## config.mk

```make
export PLATFORM = sky130hd
export DESIGN_NAME = jtag_port_gen
export DESIGN_NICKNAME = d
export VERILOG_FILES = /design/src/rtl/jtag_port_pkg.sv /design/src/rtl/jtag_tap_fsm.sv /design/src/rtl/jtag_port_gen.sv
export SDC_FILE = /design/constraint.sdc
export NUM_CORES = 1
export LEC_CHECK = 0
export CORE_ASPECT_RATIO = 0.75
export CORE_UTILIZATION = 45
export DETAILED_ROUTE_END_ITERATION = 8
export PLACE_DENSITY_LB_ADDON = 0.12
export SLEW_MARGIN = 20
export SYNTH_ARGS = -nofsm -noshare
export SYNTH_HDL_FRONTEND = slang
export SYNTH_SLANG_ARGS = --single-unit
```

## constraint.sdc

```tcl
create_clock -name i_TCK -period 1.8 [get_ports i_TCK]
set_input_delay 0.36 -clock i_TCK [delete_from_list [all_inputs] [get_ports i_TCK]]
set_output_delay 0.36 -clock i_TCK [all_outputs]
set_load 0.05 [all_outputs]
```

## src/rtl/jtag_port_pkg.sv

```systemverilog
// Shared definitions for the parametrised JTAG debug port: TAP state encodings,
// instruction opcodes and the IDCODE constant.
package jtag_port_pkg;

    typedef enum logic [2:0] {
        ST_IDLE   = 3'b000,
        ST_ISEL   = 3'b001,
        ST_DSHFT  = 3'b010,
        ST_ISHFT  = 3'b100,
        ST_DSEL   = 3'b101,
        ST_UPDATE = 3'b110
    } tap_state_t;

    localparam logic [2:0] OP_SET_ADDR = 3'b001;
    localparam logic [2:0] OP_MEM_RD   = 3'b010;
    localparam logic [2:0] OP_MEM_WR   = 3'b011;
    localparam logic [2:0] OP_ACCESS   = 3'b100;
    localparam logic [2:0] OP_IDCODE   = 3'b111;

    localparam logic [31:0] IDCODE = 32'h0000_5C11;

endpackage

```

## src/rtl/jtag_tap_fsm.sv

```systemverilog
// Reduced TAP controller: 3-bit state register plus next-state decode, exposing
// the DSHFT/UPDATE phases and the status-load strobe on the ISEL->ISHFT edge.
module jtag_tap_fsm
    import jtag_port_pkg::*;
(
    input  logic clk,
    input  logic rst_n,
    input  logic tms,
    output logic in_dshft_c,
    output logic in_update_c,
    output logic load_status_c
);

    tap_state_t state;
    tap_state_t state_nxt;

    always_ff @(posedge clk or negedge rst_n) begin
        if (!rst_n) begin
            state <= ST_IDLE;
        end else begin
            state <= state_nxt;
        end
    end

    // Unused encodings (011, 111) fall through to IDLE.
    always_comb begin
        state_nxt     = ST_IDLE;
        in_dshft_c    = 1'b0;
        in_update_c   = 1'b0;
        load_status_c = 1'b0;
        case (state)
            ST_IDLE:   state_nxt = tms ? ST_ISEL : ST_IDLE;
            ST_ISEL: begin
                state_nxt     = tms ? ST_DSEL : ST_ISHFT;
                load_status_c = !tms;
            end
            ST_ISHFT:  state_nxt = tms ? ST_UPDATE : ST_ISHFT;
            ST_DSEL:   state_nxt = tms ? ST_IDLE : ST_DSHFT;
            ST_DSHFT: begin
                state_nxt  = tms ? ST_IDLE : ST_DSHFT;
                in_dshft_c = 1'b1;
            end
            ST_UPDATE: begin
                state_nxt   = ST_IDLE;
                in_update_c = 1'b1;
            end
            default:   state_nxt = ST_IDLE;
        endcase
    end

endmodule

```

## src/rtl/jtag_port_gen.sv

```systemverilog
// Parametrised JTAG debug port: instruction/data shift registers, memory access,
// access-channel select and TDO mux. Optional IDCODE op enabled by JTAG_IDCODE_EN.
module jtag_port_gen
    import jtag_port_pkg::*;
#(
    parameter int unsigned DATA_W  = 16,
    parameter int unsigned ADDR_W  = 16,
    parameter int unsigned CMD_W   = 8,
    parameter int unsigned NUM_ACC = 2
) (
    input  logic                i_TCK,
    input  logic                i_rstn,
    input  logic                i_TMS,
    input  logic                i_TDI,
    output logic                o_TDO,
    input  logic                i_isBooted,
    input  logic                i_isPaused,
    input  logic [DATA_W-1:0]   i_memDataIn,
    output logic [ADDR_W-1:0]   o_memAddr,
    output logic [DATA_W-1:0]   o_memDataOut,
    output logic                o_memWr,
    output logic                o_memEn,
    input  logic [NUM_ACC-1:0]  i_accTDO,
    output logic [NUM_ACC-1:0]  o_access
);

    localparam int unsigned ARG_W = CMD_W - 3;

    logic               in_dshft_c;
    logic               in_update_c;
    logic               load_status_c;

    logic [CMD_W-1:0]   cmd;
    logic [DATA_W-1:0]  data;
    logic [ADDR_W-1:0]  addr;
    logic [NUM_ACC-1:0] sel;

    logic [2:0]         op;
    logic [ARG_W-1:0]   arg;
    logic               set_addr_c;
    logic               mem_ok_c;
    logic               acc_ok_c;
    logic [NUM_ACC-1:0] sel_nxt_c;
    logic               tdo_c;

    jtag_tap_fsm u_fsm (
        .clk           (i_TCK),
        .rst_n         (i_rstn),
        .tms           (i_TMS),
        .in_dshft_c    (in_dshft_c),
        .in_update_c   (in_update_c),
        .load_status_c (load_status_c)
    );

    assign op  = cmd[2:0];
    assign arg = cmd[CMD_W-1:3];

    // Instruction decode; only acted upon while in UPDATE.
    always_comb begin
        set_addr_c = (op == OP_SET_ADDR) && (arg == '0);
        mem_ok_c   = ((op == OP_MEM_RD) || (op == OP_MEM_WR))
                     && ((arg & ~ARG_W'(1)) == '0) && i_isPaused;
        acc_ok_c   = (op == OP_ACCESS) && i_isPaused
                     && (arg != '0) && (arg <= ARG_W'(NUM_ACC));
        sel_nxt_c  = '0;
        if (acc_ok_c) begin
            sel_nxt_c = NUM_ACC'(1) << (arg - ARG_W'(1));
        end
    end

    // Command register shifts on every edge except the status load.
    always_ff @(posedge i_TCK or negedge i_rstn) begin
        if (!i_rstn) begin
            cmd <= '0;
        end else if (load_status_c) begin
            cmd <= CMD_W'({i_isPaused, i_isBooted});
        end else begin
            cmd <= {cmd[CMD_W-2:0], i_TDI};
        end
    end

    always_ff @(posedge i_TCK or negedge i_rstn) begin
        if (!i_rstn) begin
            data <= '0;
        end else if (in_dshft_c) begin
            data <= {data[DATA_W-2:0], i_TDI};
        end else if (in_update_c && mem_ok_c && (op == OP_MEM_RD)) begin
            data <= i_memDataIn;
`ifdef JTAG_IDCODE_EN
        end else if (in_update_c && (op == OP_IDCODE) && (arg == '0)) begin
            data <= DATA_W'(IDCODE);
`endif
        end
    end

    // Address changes only on the UPDATE exit edge; increment wraps naturally.
    always_ff @(posedge i_TCK or negedge i_rstn) begin
        if (!i_rstn) begin
            addr <= '0;
        end else if (in_update_c) begin
            if (set_addr_c) begin
                addr <= data[ADDR_W-1:0];
            end else if (mem_ok_c && arg[0]) begin
                addr <= addr + ADDR_W'(1);
            end
        end
    end

    always_ff @(posedge i_TCK or negedge i_rstn) begin
        if (!i_rstn) begin
            sel <= '0;
        end else if (in_update_c) begin
            sel <= sel_nxt_c;
        end
    end

    always_comb begin
        tdo_c = cmd[CMD_W-1];
        if (in_dshft_c) begin
            tdo_c = (|sel) ? (|(i_accTDO & sel)) : data[DATA_W-1];
        end
    end

    assign o_TDO        = tdo_c;
    assign o_memEn      = in_update_c && mem_ok_c;
    assign o_memWr      = in_update_c && mem_ok_c && cmd[0];
    assign o_memAddr    = addr;
    assign o_memDataOut = data;
    assign o_access     = sel & {NUM_ACC{in_dshft_c}};

endmodule

```

Word level (Yosys, flattened, before mapping):

Cells that the tools add are included.

* add/subtract/negate cells: 2
* order comparisons: 1
* equality and inequality tests: 9
* shifts and indexed selects: 1
* muxes and demuxes: 16
* bitwise logic cells: 2
* reduce and logical (&&, ||, !) cells: 22

Operators by type and width (count)
* two-way mux 16 bit: 4
* adder 16 x 1 -> 16 bit (second input constant): 1
* == test 3 bit (second input constant): 4
* one-hot mux 3 bit (4 select lines): 1
* logical AND 1 bit: 10
* zero test 5 bit: 2
* == test 3 x 2 -> 1 bit (second input constant): 3
* two-way mux 8 bit: 1
* two-way mux 1 bit: 7
* == test 3 x 1 -> 1 bit (second input constant): 2
* two-way mux 2 bit: 3
* OR reduction 2 bit: 3
* <= comparator 5 x 2 -> 1 bit (second input constant): 1
* nonzero test 5 bit: 1
* << shifter 1 x 5 -> 2 bit (first input constant): 1
* subtractor 5 x 1 -> 5 bit (second input constant): 1
* AND 2 bit: 2
* nonzero test 2 bit: 2
* zero test 3 bit: 1
* AND reduction 2 bit: 1
* zero test 1 bit: 1
* logical OR 1 bit: 1

* flip-flop bits (word level): 45
* input port bits: 24
* output and inout port bits: 37

Logic depth before layout (Yosys ltp):

* depth after elaboration: 8
* gate-level depth with buffers: 8
* mapped depth without buffers: 6

Modules after synthesis:

From an unflattened synthesis, not the netlist that was laid out.

* cell total of the unflattened synthesis: 261
* area total of the unflattened synthesis: 2616.3 um2

By module, submodules not included
* jtag_port_gen: times used 1, cells an instance 247, area each 2471.1 um2
* jtag_tap_fsm: times used 1, cells an instance 14, area each 145.1 um2

Worst setup path before layout:

OpenSTA, ideal clock, no wires.

* path type: register to output
* start: register u_fsm.state[2]
* end: output port o_TDO
* data arrival time: 2.542 ns
* required time: 1.440 ns
* path slack: -1.102 ns
* cell stages (with the launch flop): 6
* path through: dfrtp_1 > clkbuf_2 > or3b_2 > buf_2 > buf_1 > o21ai_0

* longest elaborated chain between the ends: 3

Ends and longest elaborated chain
* start: declaration: line jtag_tap_fsm.sv:14 `tap_state_t state;`
* start signal: assignment: line jtag_tap_fsm.sv:21 `state <= state_nxt;`
* == test 3 x 2 -> 1 bit: line jtag_tap_fsm.sv:31 `case (state)`
* two-way mux 1 bit: line jtag_tap_fsm.sv:31
* two-way mux 1 bit: line jtag_port_gen.sv:119 `if (in_dshft_c) begin`
* end: declaration: line jtag_port_gen.sv:15 `output logic o_TDO,`

No other way between the ends.

Worst setup path in the final report:

* start: register cmd[6]
* end: output port o_memWr

* longest elaborated chain between the ends: 5

Ends and longest elaborated chain
* start: declaration: line jtag_port_gen.sv:33 `logic [CMD_W-1:0] cmd;`
* start signal: assignment: line jtag_port_gen.sv:76 `cmd <= CMD_W'({i_isPaused, i_isBooted});`
* start signal: assignment: line jtag_port_gen.sv:78 `cmd <= {cmd[CMD_W-2:0], i_TDI};`
* zero test 5 bit: line jtag_port_gen.sv:62 `&& ((arg & ~ARG_W'(1)) == '0) && i_isPaused;`
* logical AND 1 bit (2 in series): line jtag_port_gen.sv:62
* logical AND 1 bit (2 in series): line jtag_port_gen.sv:126 `assign o_memWr = in_update_c && mem_ok_c && cmd[0];`
* end: declaration: line jtag_port_gen.sv:21 `output logic o_memWr,`

No other way between the ends.

==> flow_metrics.env <==
export IMPL_critPathLaunchType="register"
export IMPL_worst_slew_margin_rel_pct=73.3
export IMPL_setup_viol_count_final=37
export IMPL_critPathBufInv=1
export IMPL_swShare_pct=45.6
export IMPL_synth_top_cells_by_area="dfrtp_1 45%, mux2i_1 6.8%, a2bb2oi_1 4.6%, nor2_1 3.6%, a211oi_2 3.5%"
export IMPL_crit_slowest_cell="dfrtp_1"
export IMPL_synthToLayoutAreaGrowth_pct=63.1
export IMPL_fin_crit_sh_pct=116
export IMPL_cp_max_fo=2
export IMPL_fillerInstances=352
export IMPL_critical_path_max_stage_delay_ns=0.40
export IMPL_viasPerCell=5.95
export IMPL_final_critical_path_setup_slack_ns=-0.287
export IMPL_antenna_found_initial=0
export IMPL_final_cell_count_no_fill=427
export IMPL_sequential_fraction_of_the_synthesis_area_pct=45.0
export IMPL_proportion_of_power_drawn_by_combinational_gates_pct=56.3
export IMPL_synth_top_area_cell="dfrtp_1"
export IMPL_grt_first_pass_wirelength_mm=12.1
export IMPL_preCtsSetupSlack_ns=-0.315
export IMPL_post_synth_instance_area_mm2=0.00250
export IMPL_pin_count_of_the_biggest_net_entering_global_routing=46
export IMPL_synth_enable_flop_cells=0
export IMPL_power_clock_fraction_pct=14.0
export IMPL_power_report_internal_total_uw=3150
export IMPL_die_height_um=66.6
export IMPL_final_clock_skew_ns=0.0109
export IMPL_hold_worst_slack_ns=0.0203
export IMPL_power_switching_uw=2640
export IMPL_run_status="finished with violations"
export IMPL_first_drt_iteration_drcs=208
export IMPL_die_area_mm2=0.00586
export IMPL_antenna_left=0
export IMPL_path_delay_family="simple AND/OR/NAND/NOR gates"
export IMPL_cp_arrival_ns=1.73
export IMPL_hold_class="primary input to asynchronous set/reset pin"
export IMPL_initial_utilization_pct=46.7
export IMPL_commonest_cells_in_the_netlist="45 x dfrtp_1, 24 x nor2_1, 17 x mux2i_1, 16 x a21oi_1, 13 x a2bb2oi_1"
export IMPL_cts_buffer_depth=2
export IMPL_vdd_ir_drop_worst_mv=1.30
export IMPL_design_final_nets=379
export IMPL_fin_total_pwr_uw=5790
export IMPL_worst_slew_pin_transition_ns=0.400
export IMPL_synth_top_flop_cell="dfrtp_1"
export IMPL_placement_io_buffers=60
export IMPL_period_needed_ns=2.09
export IMPL_cts_buffers_inserted=5
export IMPL_cts_root_buffer_cell="clkbuf_8"
export IMPL_first_pass_iters=4
export IMPL_async_flop_share_pct=100
export IMPL_crit_path_cell_trace="or3_4 -> or2_4 -> nor2_4 -> and2_4 -> buf_12"
export IMPL_clock_latency_ns=0.31
export IMPL_postSynthRegisterBits=45
export IMPL_num_rows=23
export IMPL_worstPathRequired_ns=1.44
export IMPL_yosys_area_top_type_share_pct=45.0
export IMPL_gpl_final_weighted_congestion=0.837
export IMPL_coreArea_mm2=0.00535
export IMPL_failed_checks="setup timing"
export IMPL_finalHoldViolCount=0
export IMPL_timing_setup_critical_path_class="register to output port"
export IMPL_slew_violations=0
export IMPL_ctsHtreeMaxLevel=2
export IMPL_wl_per_cell_um=19.4
export IMPL_layout_core_utilization_pct=76.2
export IMPL_p_per_area_mw_per_mm2=1420
export IMPL_power_share_sequential_pct=29.7
export IMPL_syn_avg_cell_area_um2=10.1
export IMPL_post_dp_hpwl_mm=4.95
export IMPL_synth_cells=248
export IMPL_drt_wl_total_mm=8.30
export IMPL_place_detailed_instances=401
export IMPL_drive_gt1_share_pct=45.2
export IMPL_routed_via_count=2539
export IMPL_synth_cell_types=45
export IMPL_final_antenna_diode_count=0
export IMPL_cts_tree="built"
export IMPL_via_count_of_the_first_global_routing_pass=2404
export IMPL_rsz0062_at_grt="yes"
export IMPL_clk_transition_reported_paths_ns=0.08
export IMPL_leakagePower_uw=0.00173
export IMPL_ioPinCount=61
export IMPL_cts_num_sinks=45
export IMPL_achievable_frequency_ghz=0.479
export IMPL_max_cap_viol_count=0
export IMPL_synth_most_common_cell="dfrtp_1"
export IMPL_yosysWarnings=0
export IMPL_global_route_overflow_total=0
export IMPL_grt_total_usage_pct=27.5
export IMPL_synthesized_netlist_net_count=276
export IMPL_chipWidth_um=88.1
export IMPL_end_kind="output port"
export IMPL_drc=0
-- cell families after synthesis --
group / count (synthesis) / synth area share [%]
and+or+nand+nor: 74 / 16.6
DFF: 45 / 45.0
buffers and inverters: 25 / 4.40
AOI/OAI and AO/OA: 76 / 22.3
adders and majority gates: 4 / 2.00
xor gates and xnor gates: 2 / 0.700
muxes: 22 / 9.05
-- worst reg2reg max path, stage by stage (launching register included) --
cell     delay [ns]
dfrtp_1        0.40
or3_4          0.40
buf_4          0.14
buf_6          0.11
o41ai_4        0.36
buf_4          0.23
buf_6          0.14
nor2_1         0.06
a21oi_1        0.12
-- sequential cells by signal, summed over array words and instances (netlist names) --
name          count
o_memDataOut     16
cmd               8
o_memAddr        16
sel               2
u_fsm.state       3
-- cell usage in the layout, fill, tap and decap left out, drive strengths merged, types with 5 or more instances in the layout --
cell / instances
buf: 92
mux2i: 17
nand4: 7
inv: 5
nor2: 24
dfrtp: 45
o211ai: 5
a2bb2oi: 13
a21oi: 16
and3: 5
nand3: 8
o22ai: 9
o21ai: 10
clkbuf: 9
mux2: 5
a211oi: 13
clkdlybuf4s50: 22
-- power groups by stage --
stage	clock network [uW]	registers (uW)	logic, uW
after floorplan	0	2250	1010
after global placement	0	1660	2600
after detailed placement	0	1670	2660
after CTS	820	1680	2900
after global routing	855	1750	3440
final	814	1720	3260
-- path summary, 6_finish.rpt --
kind	slack, ns	endpoint	startpoint	depth (start not counted)
setup / recovery	-0.29	o_memWr	cmd[6]	5
hold / removal	0.02	u_fsm.state[0]	i_rstn	2
setup reg to reg	-0.23	o_memDataOut[6]	cmd[6]	8
hold reg to reg	0.51	u_fsm.state[2]	u_fsm.state[1]	1
max in group asynchronous	1.55	o_memDataOut[15]	i_rstn	2
min in group i_TCK	0.51	u_fsm.state[2]	u_fsm.state[1]	1
-- timing repair --
action,4_1_cts,5_1_grt
buffers inserted,8,5
hold buffers,0,0
cloned,2,4
resized for setup,43,40
endpoints found under the setup margin,31,39
pin swaps,20,14
-- area by class of cell --
class	instances	area [um2]	area share (%)
multi-input cells	178	1600	39.1
flip-flops and latches	45	1130	27.7
repair buffers	116	1120	27.6
well taps	75	93.8	2.30
clock buffers	7	86.3	2.12
clock inverters	1	30.0	0.736
inverters	5	18.8	0.460
-- stage by stage --
step	setup TNS [ns]	cell area (um2)
floorplan	-1.51	2560
finish	-6.27	4080
detailed placement	-6.54	3430
CTS	-3.40	3850
global route	-8.46	4080
global placement	-5.09	3430
-- metal layers --
layer  track usage [%]  share of wire [%]  up-vias  wire length (um)
met5                 0                  0        -                 0
met4              8.87                1.5        0               126
met3              4.58                5.6       14               467
met2              44.3                 48       91              3950
met1              37.9                 45     1287              3760
li1                  -                  -     1147                 -
(Power assumes the default switching activity.)
